<file path="src/rtl/flash_arb_pkg.sv">
// Shared types for the flash read arbiter: FSM states, request owner ids,
// and the default Avalon flash port widths.
package flash_arb_pkg;

    localparam int FLASH_ADDR_W = 23;
    localparam int FLASH_DATA_W = 32;

    typedef enum logic [1:0] {
        IDLE      = 2'd0,
        ISSUE     = 2'd1,
        WAIT_DATA = 2'd2,
        RESPOND   = 2'd3
    } state_t;

    typedef enum logic {
        OWN_A = 1'b0,
        OWN_B = 1'b1
    } owner_t;

endpackage

</file>
<file path="src/rtl/flash_rr_pick.sv">
// Two-way round-robin chooser: a lone requester always wins, and on a tie
// the requester that was not served last gets the grant.
module flash_rr_pick
    import flash_arb_pkg::*;
(
    input  logic   valid_a,
    input  logic   valid_b,
    input  owner_t last_owner,
    output logic   grant_a,
    output logic   grant_b
);

    assign grant_a = valid_a && (!valid_b || (last_owner == OWN_B));
    assign grant_b = valid_b && (!valid_a || (last_owner == OWN_A));

endmodule

</file>
<file path="src/rtl/flash_read_arbiter.sv">
// Shares one Avalon-MM flash read port between the sample fetcher (A) and the
// song-table reader (B); one read in flight, with a readdatavalid watchdog.
//
// state     | meaning
// IDLE      | waiting for a request, winner's ready asserted
// ISSUE     | read strobe high until waitrequest drops
// WAIT_DATA | waiting for readdatavalid, watchdog counting
// RESPOND   | one-cycle response pulse to the owner
module flash_read_arbiter
    import flash_arb_pkg::*;
#(
    parameter int ADDR_W  = FLASH_ADDR_W,
    parameter int DATA_W  = FLASH_DATA_W,
    parameter int TIMEOUT = 255
) (
    input  logic                clk,
    input  logic                rst,
    input  logic                req_a_valid,
    input  logic [ADDR_W-1:0]   req_a_addr,
    output logic                req_a_ready,
    output logic                rsp_a_valid,
    output logic [DATA_W-1:0]   rsp_a_data,
    input  logic                req_b_valid,
    input  logic [ADDR_W-1:0]   req_b_addr,
    output logic                req_b_ready,
    output logic                rsp_b_valid,
    output logic [DATA_W-1:0]   rsp_b_data,
    output logic                flash_mem_read,
    output logic [ADDR_W-1:0]   flash_mem_address,
    output logic [DATA_W/8-1:0] flash_mem_byteenable,
    input  logic                flash_mem_waitrequest,
    input  logic [DATA_W-1:0]   flash_mem_readdata,
    input  logic                flash_mem_readdatavalid,
    output logic                busy,
    output logic                timeout_err
);

    localparam int               CNT_W   = $clog2(TIMEOUT + 1);
    localparam logic [CNT_W-1:0] CNT_MAX = CNT_W'(TIMEOUT);

    state_t              state_q, state_d;
    owner_t              owner_q, prio_q, last_owner;
    logic [ADDR_W-1:0]   addr_q;
    logic [CNT_W-1:0]    cnt_q;
    logic                err_q;
    logic [DATA_W-1:0]   rsp_a_data_q, rsp_b_data_q;
    logic                grant_a, grant_b;

    // prio_q names who wins the next tie; the chooser wants who went last.
    assign last_owner = (prio_q == OWN_A) ? OWN_B : OWN_A;

    flash_rr_pick u_pick (
        .valid_a    (req_a_valid),
        .valid_b    (req_b_valid),
        .last_owner (last_owner),
        .grant_a    (grant_a),
        .grant_b    (grant_b)
    );

    always_ff @(posedge clk or posedge rst) begin
        if (rst) state_q <= IDLE;
        else     state_q <= state_d;
    end

    always_comb begin
        state_d = state_q;
        case (state_q)
            IDLE:      if (grant_a || grant_b) state_d = ISSUE;
            ISSUE:     if (!flash_mem_waitrequest) state_d = WAIT_DATA;
            WAIT_DATA: if (flash_mem_readdatavalid || (cnt_q == CNT_MAX)) state_d = RESPOND;
            RESPOND:   state_d = IDLE;
            default:   state_d = IDLE;
        endcase
    end

    always_comb begin
        req_a_ready          = 1'b0;
        req_b_ready          = 1'b0;
        rsp_a_valid          = 1'b0;
        rsp_b_valid          = 1'b0;
        flash_mem_read       = 1'b0;
        flash_mem_address    = '0;
        flash_mem_byteenable = '0;
        busy                 = 1'b0;
        timeout_err          = 1'b0;
        case (state_q)
            IDLE: begin
                req_a_ready = grant_a && !rst;
                req_b_ready = grant_b && !rst;
            end
            ISSUE: begin
                flash_mem_read       = 1'b1;
                flash_mem_address    = addr_q;
                flash_mem_byteenable = '1;
                busy                 = 1'b1;
            end
            WAIT_DATA: busy = 1'b1;
            RESPOND: begin
                busy        = 1'b1;
                rsp_a_valid = (owner_q == OWN_A);
                rsp_b_valid = (owner_q == OWN_B);
                timeout_err = err_q;
            end
            default: ;
        endcase
    end

    always_ff @(posedge clk or posedge rst) begin
        if (rst) begin
            addr_q       <= '0;
            owner_q      <= OWN_A;
            prio_q       <= OWN_A;
            cnt_q        <= '0;
            err_q        <= 1'b0;
            rsp_a_data_q <= '0;
            rsp_b_data_q <= '0;
        end else begin
            case (state_q)
                IDLE: begin
                    if (grant_a || grant_b) begin
                        addr_q  <= grant_a ? req_a_addr : req_b_addr;
                        owner_q <= grant_a ? OWN_A : OWN_B;
                    end
                end
                WAIT_DATA: begin
                    // Data arriving on the terminal count still counts as good data.
                    if (flash_mem_readdatavalid) begin
                        if (owner_q == OWN_A) rsp_a_data_q <= flash_mem_readdata;
                        else                  rsp_b_data_q <= flash_mem_readdata;
                    end else if (cnt_q == CNT_MAX) begin
                        if (owner_q == OWN_A) rsp_a_data_q <= '0;
                        else                  rsp_b_data_q <= '0;
                        err_q <= 1'b1;
                    end else begin
                        cnt_q <= cnt_q + CNT_W'(1);
                    end
                end
                RESPOND: begin
                    prio_q <= (owner_q == OWN_A) ? OWN_B : OWN_A;
                    cnt_q  <= '0;
                    err_q  <= 1'b0;
                end
                default: ;
            endcase
        end
    end

    assign rsp_a_data = rsp_a_data_q;
    assign rsp_b_data = rsp_b_data_q;

endmodule

</file>
<file path="config.mk">
export PLATFORM = sky130hd
export DESIGN_NAME = flash_read_arbiter
export DESIGN_NICKNAME = d
export VERILOG_FILES = /design/src/rtl/flash_arb_pkg.sv /design/src/rtl/flash_rr_pick.sv /design/src/rtl/flash_read_arbiter.sv
export SDC_FILE = /design/constraint.sdc
export NUM_CORES = 1
export LEC_CHECK = 0
export CAP_MARGIN = 20
export CORE_UTILIZATION = 43
export DETAILED_ROUTE_END_ITERATION = 10
export GPL_TIMING_DRIVEN = 0
export PLACE_DENSITY = 0.85
export REMOVE_ABC_BUFFERS = 1
export SLEW_MARGIN = 20
export SYNTH_ARGS = -nofsm -noshare
export SYNTH_HDL_FRONTEND = slang
export SYNTH_HIERARCHICAL = 1
export SYNTH_SLANG_ARGS = --single-unit
</file>
<file path="constraint.sdc">
create_clock -name clk -period 4.95 [get_ports clk]
set_clock_uncertainty 0.15 [all_clocks]
set_input_delay 0.99 -clock clk [delete_from_list [all_inputs] [get_ports clk]]
set_output_delay 0.99 -clock clk [all_outputs]
set_load 0.02 [all_outputs]
</file>
==> flow_summary.json, run 1 <==
{
  "seq_area_sq_um": 2502,
  "drv_cap": 0,
  "fillers": 807,
  "num_vias": 3585,
  "vias_per_cell": 5.359,
  "htreeDepth": 3,
  "drv_slew": 0,
  "finalHoldViolCount": 0,
  "synthesis.area_sq_um": 4370,
  "met1_length_microns": 4799,
  "rsz0062_at_grt": "no",
  "hpwl_microns": 8245,
  "numCtsBuffers": 9,
  "fp.dieH_microns": 102.8,
  "post_cts_resized": 0,
  "worst_ep_arrival_time_ps": 3000,
  "critPathMaxFanout": 52,
  "yosys_warnings": 6,
  "cts-hold-fix-buffers": 0,
  "area_delta_synth_final_pct": 48.73,
  "synth.avg_cell_area_sq_um": 12.07,
  "yosysUniqueCellTypes": 43,
  "ant_nets": 0,
  "netlist.area_leader.share_pct": 57.26,
  "power-per-cell-area_nw_per_um2": 591.3,
  "antenna_cells": 0,
  "p_leak_nw": 2.915,
  "ys_ff_latch": 100,
  "start_util_pct": 44.51,
  "criticalPathCategory": "input port to output port",
  "io-pin-count": 182,
  "cp-start-kind": "input port",
  "period_needed_ps": 4143,
  "max_slew.worst_pin.slew_ps": 851.8,
  "wl_met3_microns": 1036,
  "critPathRequiredTime_ps": 3810,
  "end_kind": "output port",
  "numClockSinks": 100,
  "grt_max_degree": 53,
  "grt_antenna_before_repair": 0,
  "die_area_sq_um": 10570,
  "max_freq_mhz": 241.3,
  "cts_tree": "yes",
  "period_share_pct": 83.70,
  "multi_input_area_sq_um": 1689,
  "dr.pass1.iters": 4,
  "grt_pass1_wl_microns": 17880,
  "drive_gt1_share_pct": 6.530,
  "seq_area_frac_synth_pct": 57.26,
  "port-buffer-count": 181,
  "nets": 621,
  "tns_ps": 0,
  "dr_wl_met2_microns": 5632,
  "worstSkewPairLatency_ps": 350,
  "cts-root-buf": "clkbuf_8",
  "irDropWorstVdd_mv": 0.3615,
  "wl_per_cell_microns": 17.33,
  "drc": 0,
  "wl_microns": 11600,
  "path_clk_slew_ps": 110,
  "outcome": "finished clean",
  "maxSlewHeadroom_pct": 43.21,
  "grt_pass1_vias": 3636,
  "drtIter0Drc": 142,
  "synth.area.top_cells": "dfrtp_1, a22o_1, mux2i_1",
  "min_path_type": "flip-flop to flip-flop",
  "floorplan.rows": 36,
  "top_layer": "met4",
  "gp_congestion": 0.8281,
  "clk_path_buf_depth": 2,
  "synth_cells": 362,
  "yosysTopAreaCell": "dfrtp_1",
  "setup_viol": 0,
  "grt_usage_pct": 22.07,
  "grt_overflow": 0,
  "fp.dieW_microns": 102.8,
  "cts_setup_buffers": 0,
  "ys_async_sr_fraction_pct": 100.0,
  "core_sq_um": 9819,
  "ys.flop_type": "dfrtp_1",
  "power.total_mw": 3.844,
  "synth_edf_count": 0
}
cell usage in the layout (no fill, tap or decap), drive strengths merged:
master | Yosys | final
o41ai | 1 | 1
clkinv | 0 | 5
ha | 6 | 6
nand4 | 2 | 2
o311ai | 1 | 1
a22o | 65 | 65
buf | 20 | 4
xor2 | 1 | 1
nand3 | 1 | 1
o22a | 1 | 1
nand2 | 32 | 32
a21o | 1 | 1
and3 | 4 | 4
o31a | 1 | 1
a21boi | 2 | 2
and2 | 25 | 25
nand2b | 1 | 1
o32a | 1 | 1
nor3 | 1 | 1
inv | 8 | 10
and2b | 1 | 1
o21a | 3 | 3
o211ai | 1 | 1
a21oi | 6 | 6
o31ai | 3 | 3
mux2i | 24 | 24
or4 | 2 | 2
o21ai | 33 | 33
dfrtp | 100 | 100
nor2b | 1 | 1
mux2 | 1 | 1
nor2 | 6 | 6
clkdlybuf4s50 | 0 | 181
clkbuf | 7 | 9
registers in the layout, indices dropped and copies added, names as in the netlist:
signal	cells
cnt_q	8
rsp_b_data	32
owner_q	1
addr_q	23
err_q	1
rsp_a_data	32
state_q	2
prio_q	1
cells by family after synthesis:
logic type	synth area share (%)
buffers and inverters	4.724
AOI/OAI and AO/OA	20.78
xor gates and xnor gates	0.2004
muxes	5.754
and+or+nand+nor	9.562
DFF	57.26
adders and majority gates	1.718
cell type report:
| class | instances | share of cell area, % |
|---|---|---|
| well taps | 133 | 2.560 |
| flip-flops and latches | 100 | 38.50 |
| clock inverters | 7 | 0.9432 |
| multi-input cells | 227 | 25.99 |
| inverters | 8 | 0.5390 |
| clock buffers | 9 | 1.906 |
| repair buffers | 185 | 29.57 |
cell usage after synthesis (2+ instances only):
| library cell | number |
|---|---|
| a21oi_1 | 6 |
| a22o_1 | 65 |
| and2_1 | 25 |
| and3_1 | 4 |
| buf_2 | 9 |
| buf_4 | 5 |
| buf_6 | 6 |
| clkbuf_1 | 7 |
| dfrtp_1 | 100 |
| ha_1 | 6 |
| inv_1 | 6 |
| inv_2 | 2 |
| mux2i_1 | 24 |
| nand2_1 | 31 |
| nor2_1 | 6 |
| o21a_1 | 3 |
| o21ai_0 | 3 |
| o21ai_1 | 27 |
| o21ai_2 | 2 |
| o31ai_1 | 2 |
metal layers:
metal | global-route usage [%] | vias to the layer above
li1 | - | 1646
met1 | 26.78 | 1769
met2 | 37.90 | 158
met3 | 6.644 | 12
met4 | 6.717 | 0
met5 | 0 | -
critical path, cell delays in order:
cell and delay [ps]:
clkdlybuf4s50_1 470, inv_6 380, buf_16 300, and3_1 190, clkdlybuf4s50_1 620
worst paths after layout:
path | depth (start not counted) | slack (ps) | start | to
max | 5 | 810 | rst | req_b_ready
min | 2 | 340 | addr_q[5]$_DFFE_PP0P_ | addr_q[5]$_DFFE_PP0P_
max reg2reg | 6 | 2510 | state_q[0]$_DFFE_PP0P_ | rsp_b_data[15]$_DFFE_PP0P_
min reg2reg | 2 | 340 | addr_q[5]$_DFFE_PP0P_ | addr_q[5]$_DFFE_PP0P_
max in group asynchronous | 3 | 3140 | rst | cnt_q[5]$_DFFE_PP0P_
min in group asynchronous | 2 | 890 | rst | rsp_b_data[12]$_DFFE_PP0P_
report_power, final:
part           internal [mW]  switching (mW)  leakage (nW)
Sequential              1.16           0.206          1.27
Combinational          0.987            1.00          1.55
Clock                  0.191           0.297        0.0967
Total                   2.34            1.50          2.91
metrics by stage:
step / util, % / cells / instance area, sq um / hold WS (ps) / worst slack, ps
after floorplan: - / 335 / 4194 / 297.4 / 239.2
after global placement: 62.86 / 649 / 6172 / 308.1 / -1395
after detailed placement: 64.31 / 653 / 6315 / 317.9 / 762.8
after CTS: 66.20 / 669 / 6500 / 342.6 / 765.6
after global routing: 66.20 / 669 / 6500 / 360.5 / 643.6
final: 66.20 / 669 / 6500 / 335.0 / 806.6
Note: power is estimated with default switching activity, not from simulation.
==> run 2: changes to the inputs <==
--- a/config.mk
+++ b/config.mk
@@ -6,10 +6,10 @@
 export NUM_CORES = 1
 export LEC_CHECK = 0
 export CAP_MARGIN = 20
-export CORE_UTILIZATION = 43
+export CORE_UTILIZATION = 39
 export DETAILED_ROUTE_END_ITERATION = 10
 export GPL_TIMING_DRIVEN = 0
-export PLACE_DENSITY = 0.85
+export PLACE_DENSITY = 0.81
 export REMOVE_ABC_BUFFERS = 1
 export SLEW_MARGIN = 20
 export SYNTH_ARGS = -nofsm -noshare
==> constraint.sdc (replaced) <==
create_clock -name clk -period 3.7 [get_ports clk]
set_clock_uncertainty 0.15 [all_clocks]
set_input_delay 0.74 -clock clk [delete_from_list [all_inputs] [get_ports clk]]
set_output_delay 0.74 -clock clk [all_outputs]
set_load 0.02 [all_outputs]
==> run 2 against run 1 <==
  * First-iteration DRC count rose by 29%
  * Sequential power rose by 34%
  * Combinational power rose by 33%
  * Register-to-register slack got worse by 1200 ps
  * Largest cell class unchanged
  * Highest routed layer unchanged
==> flow_summary.json, run 2 (synthesis gave the netlist of run 1 again) <==
{
  "outcome": "finished clean",
  "grt_overflow": 0,
  "wl_microns": 11080,
  "grt_pass1_wl_microns": 17320,
  "drv_cap": 0,
  "nets": 621,
  "finalHoldViolCount": 0,
  "post_cts_resized": 0,
  "cp-start-kind": "input port",
  "max_freq_mhz": 281.0,
  "worst_hold_slack_ps": 332.8,
  "gp_congestion": 0.8098,
  "power-per-cell-area_nw_per_um2": 801.0,
  "p_leak_nw": 2.923,
  "core_sq_um": 10890,
  "rsz0062_at_grt": "no",
  "grt_pass1_vias": 3466,
  "drive_gt1_share_pct": 6.180,
  "htreeDepth": 3,
  "wl_per_cell_microns": 16.44,
  "floorplan.rows": 38,
  "worstSkewPairLatency_ps": 370,
  "max_slew.worst_pin.slew_ps": 850.6,
  "grt_antenna_before_repair": 0,
  "die_area_sq_um": 11630,
  "area_delta_synth_final_pct": 49.36,
  "cts-hold-fix-buffers": 0,
  "clk_path_buf_depth": 2,
  "vias_per_cell": 5.272,
  "setup_viol": 0,
  "drv_slew": 0,
  "num_vias": 3553,
  "critPathRequiredTime_ps": 2810,
  "ant_nets": 0,
  "period_needed_ps": 3558,
  "cts-root-buf": "clkbuf_8",
  "critPathMaxFanout": 4,
  "grt_usage_pct": 19.50,
  "final_cell_mix": "clkdlybuf4s50_1, dfrtp_1, a22o_1",
  "numCtsBuffers": 9,
  "hpwl_microns": 7694,
  "path_clk_slew_ps": 90,
  "end_kind": "output port",
  "numClockSinks": 100,
  "fin_util_pct": 59.95,
  "period_share_pct": 96.17,
  "cts_setup_buffers": 0,
  "grt_max_degree": 64,
  "min_path_type": "flip-flop to flip-flop",
  "criticalPathCategory": "input port to output port",
  "start_util_pct": 40.14,
  "port-buffer-count": 181,
  "drtIter0Drc": 183,
  "cts_tree": "yes",
  "irDropWorstVdd_mv": 0.4520,
  "antenna_cells": 0,
  "drc": 0,
  "maxSlewHeadroom_pct": 43.29,
  "final_common_cell": "clkdlybuf4s50_1",
  "io-pin-count": 182,
  "fp.dieH_microns": 107.9,
  "fp.dieW_microns": 107.9,
  "fillers": 899,
  "dr.pass1.iters": 4,
  "worst_ep_arrival_time_ps": 2670
}
## run 2: through the flow
step           setup WS [ps]  std cells  TNS, ps  instance area, sq um  power, mW
2_1_floorplan         -510.8        335    -6913                  4194      3.203
4_1_cts                148.4        674        0                  6528      5.280
3_5_place_dp           159.7        660        0                  6316      4.496
6_report               141.7        674        0                  6528      5.229
3_3_place_gp           -2162        656  -164570                  6181      4.367
5_1_grt                98.20        674        0                  6528      5.534
## run 2: final timing paths
path                                             start                         end  slack, ps  cells past startpoint
worst max-delay path                       req_b_valid                 req_b_ready        140                      4
worst min-delay path             addr_q[5]$_DFFE_PP0P_       addr_q[5]$_DFFE_PP0P_        330                      2
worst max register to register  state_q[0]$_DFFE_PP0P_  rsp_b_data[20]$_DFFE_PP0P_       1290                      6
max in group asynchronous                          rst  rsp_a_data[15]$_DFFE_PP0P_       2180                      3
min in group asynchronous                          rst       addr_q[6]$_DFFE_PP0P_        590                      2
worst min register to register   addr_q[5]$_DFFE_PP0P_       addr_q[5]$_DFFE_PP0P_        330                      2
## run 2: power by group
group	switching, mW	internal, mW
registers	0.273	1.56
logic	1.33	1.32
clock network	0.362	0.393
total	1.96	3.27
## run 2: final cells by class
type                            count  area (sq um)  share of cell area, %
Timing Repair Buffer              185          1914                  29.33
Clock inverter                      4         73.82                  1.131
Multi-Input combinational cell    227          1689                  25.88
Sequential cell                   100          2502                  38.34
Inverter                            8         35.03                 0.5367
Clock buffer                       10         137.6                  2.108
Tap cell                          140         175.2                  2.684
## run 2: metal layers
layer	wire (microns)	part of all wire [%]	track usage [%]
met1	4788	43	24.24
met2	5114	46	31.23
met3	963	8.7	5.993
met4	212	1.9	8.415
met5	0	0	0
## run 2: critical path, stage by stage
cell and delay (ps):
clkdlybuf4s50_1 530, a21boi_0 540, and3_1 250, clkdlybuf4s50_1 610
==> run 3: changes to the inputs <==
--- a/config.mk
+++ b/config.mk
@@ -6,6 +6,7 @@
 export NUM_CORES = 1
 export LEC_CHECK = 0
 export CAP_MARGIN = 20
+export CORE_MARGIN = 10
 export CORE_UTILIZATION = 39
 export DETAILED_ROUTE_END_ITERATION = 10
 export GPL_TIMING_DRIVEN = 0
==> run 3 against run 2 <==
  * First-iteration DRC count grew 25%
  * Sequential cell count unchanged
  * Clock power increased by 5.6%
  * Worst hold slack improved by 0.70 ps
  * Global-route usage down 3.3 points
  * Power grew 1.6%
  * Non-clock buffer count is the same
  * Critical path type unchanged
  * Wire length increased by 17%
  * Highest routed layer unchanged
  * Via count up 0.34%
  * Sequential share of layout area down 0.18 points
==> flow_summary.json, run 3 (synthesis gave the netlist of run 1 again) <==
{
  "grt_overflow": 0,
  "cp-start-kind": "input port",
  "pre_cts_ws_ps": 110.9,
  "tns_ps": 0,
  "pwr-share-seq_pct": 34.5,
  "ant_nets": 0,
  "reg2reg_from": "state_q[0]$_DFFE_PP0P_",
  "die_area_sq_um": 15840,
  "setup_slack_ps": 134.2,
  "max_slew.worst_pin.slew_ps": 830.1,
  "wl_microns": 12930,
  "min_path_type": "flip-flop to flip-flop",
  "critPathMaxFanout": 4,
  "fp.dieW_microns": 125.9,
  "drc": 0,
  "rsz0062_at_grt": "no",
  "max_freq_mhz": 280.4,
  "drive_gt1_share_pct": 6.530,
  "p_sw_share_pct": 37.95,
  "nets": 621,
  "drtIter0Drc": 228,
  "outcome": "finished clean",
  "fin_area_sq_um": 6559,
  "grt_pass1_vias": 3758,
  "clk_path_buf_depth": 2,
  "busiest_layer": "met2",
  "cts_tree": "yes",
  "floorplan.rows": 38,
  "grt_max_degree": 79,
  "p_leak_nw": 2.930,
  "use_met3_pct": 9.815,
  "numClockSinks": 100,
  "end_kind": "output port",
  "cp_common_cell": "clkdlybuf4s50_1",
  "start_util_pct": 40.14,
  "placed_area_sq_um": 6324,
  "core_sq_um": 10890,
  "slowest_delay_ps": 620,
  "power.switching_mw": 2.015,
  "cts_setup_buffers": 0,
  "vias_per_cell": 5.274,
  "path_cells": "clkdlybuf4s50_1, a21boi_0, and3_1, clkdlybuf4s50_1",
  "post_cts_resized": 0,
  "p_comb_share_pct": 50.5,
  "use_met2_pct": 24.16,
  "finalHoldViolCount": 0,
  "numCtsBuffers": 9,
  "critPathRequiredTime_ps": 2810,
  "period_needed_ps": 3566,
  "io-pin-count": 182,
  "grt_usage_pct": 16.23,
  "final_cell_count_no_fill": 676,
  "drv_slew": 0,
  "dr.pass1.iters": 5,
  "path_clk_slew_ps": 90,
  "hpwl_microns": 9608,
  "fp.dieH_microns": 125.9,
  "final_cell_mix": "clkdlybuf4s50_1, dfrtp_1, a22o_1",
  "dp.cells": 660,
  "htreeDepth": 3,
  "power.total_mw": 5.310,
  "final_common_cell": "clkdlybuf4s50_1",
  "fin_util_pct": 60.24,
  "crit_start": "req_b_valid",
  "slowest_stage": "clkdlybuf4s50_1",
  "p_clk_share_pct": 15.0,
  "wl_per_cell_microns": 19.12,
  "antenna_cells": 0,
  "worstSkewPairLatency_ps": 360,
  "worst_hold_slack_ps": 333.5,
  "criticalPathCategory": "input port to output port",
  "period_share_pct": 96.37,
  "num_vias": 3565,
  "cts-hold-fix-buffers": 0,
  "power-per-cell-area_nw_per_um2": 809.6,
  "cts-root-buf": "clkbuf_8",
  "drv_cap": 0,
  "grt_pass1_wl_microns": 21060,
  "worst_ep_arrival_time_ps": 2680,
  "area_delta_synth_final_pct": 50.07,
  "grt_antenna_before_repair": 0,
  "intPower_mw": 3.295,
  "min_from": "addr_q[2]$_DFFE_PP0P_",
  "irDropWorstVdd_mv": 0.3992,
  "setup_viol": 0,
  "port-buffer-count": 181,
  "gp_congestion": 0.8030,
  "grtUsageMet1_pct": 19.64,
  "maxSlewHeadroom_pct": 44.66
}
[run 3: power by group through the flow]
stage	Clock [mW]	Sequential, mW	Combinational, mW
final	0.797	1.83	2.68
after global routing	0.873	1.89	2.89
after CTS	0.819	1.83	2.73
after detailed placement	0	1.85	2.72
after global placement	0	1.82	2.60
after floorplan	0	2.18	1.02
[run 3: path summary, 6_finish.rpt]
| check | slack, ps | cells past startpoint | end |
|---|---|---|---|
| worst max register to register | 1240 | 6 | rsp_b_data[29]$_DFFE_PP0P_ |
| max in group asynchronous | 2210 | 3 | rsp_b_data[6]$_DFFE_PP0P_ |
| min in group asynchronous | 560 | 2 | owner_q$_DFFE_PP0P_ |
| worst max-delay path | 130 | 4 | req_b_ready |
| worst min register to register | 330 | 2 | addr_q[2]$_DFFE_PP0P_ |
| worst min-delay path | 330 | 2 | addr_q[2]$_DFFE_PP0P_ |
[run 3: critical path, delay by kind of cell]
kind            cells  cell delay (ps)
simple gates        1              250
buf+inv             2             1140
compound gates      1              540
[run 3: metal layers]
layer | up-vias | share of wire, %
met5 | - | 0
met4 | 0 | 0.77
met3 | 6 | 13
met2 | 153 | 45
met1 | 1752 | 42
li1 | 1654 | -
[run 3: final cells by class]
type / count / area (sq um)
fillers: 896 / 4329
flip-flops and latches: 100 / 2502
repair buffers: 185 / 1922
multi-input cells: 227 / 1689
well taps: 140 / 175.2
clock buffers: 11 / 151.4
clock inverters: 5 / 83.83
inverters: 8 / 35.03
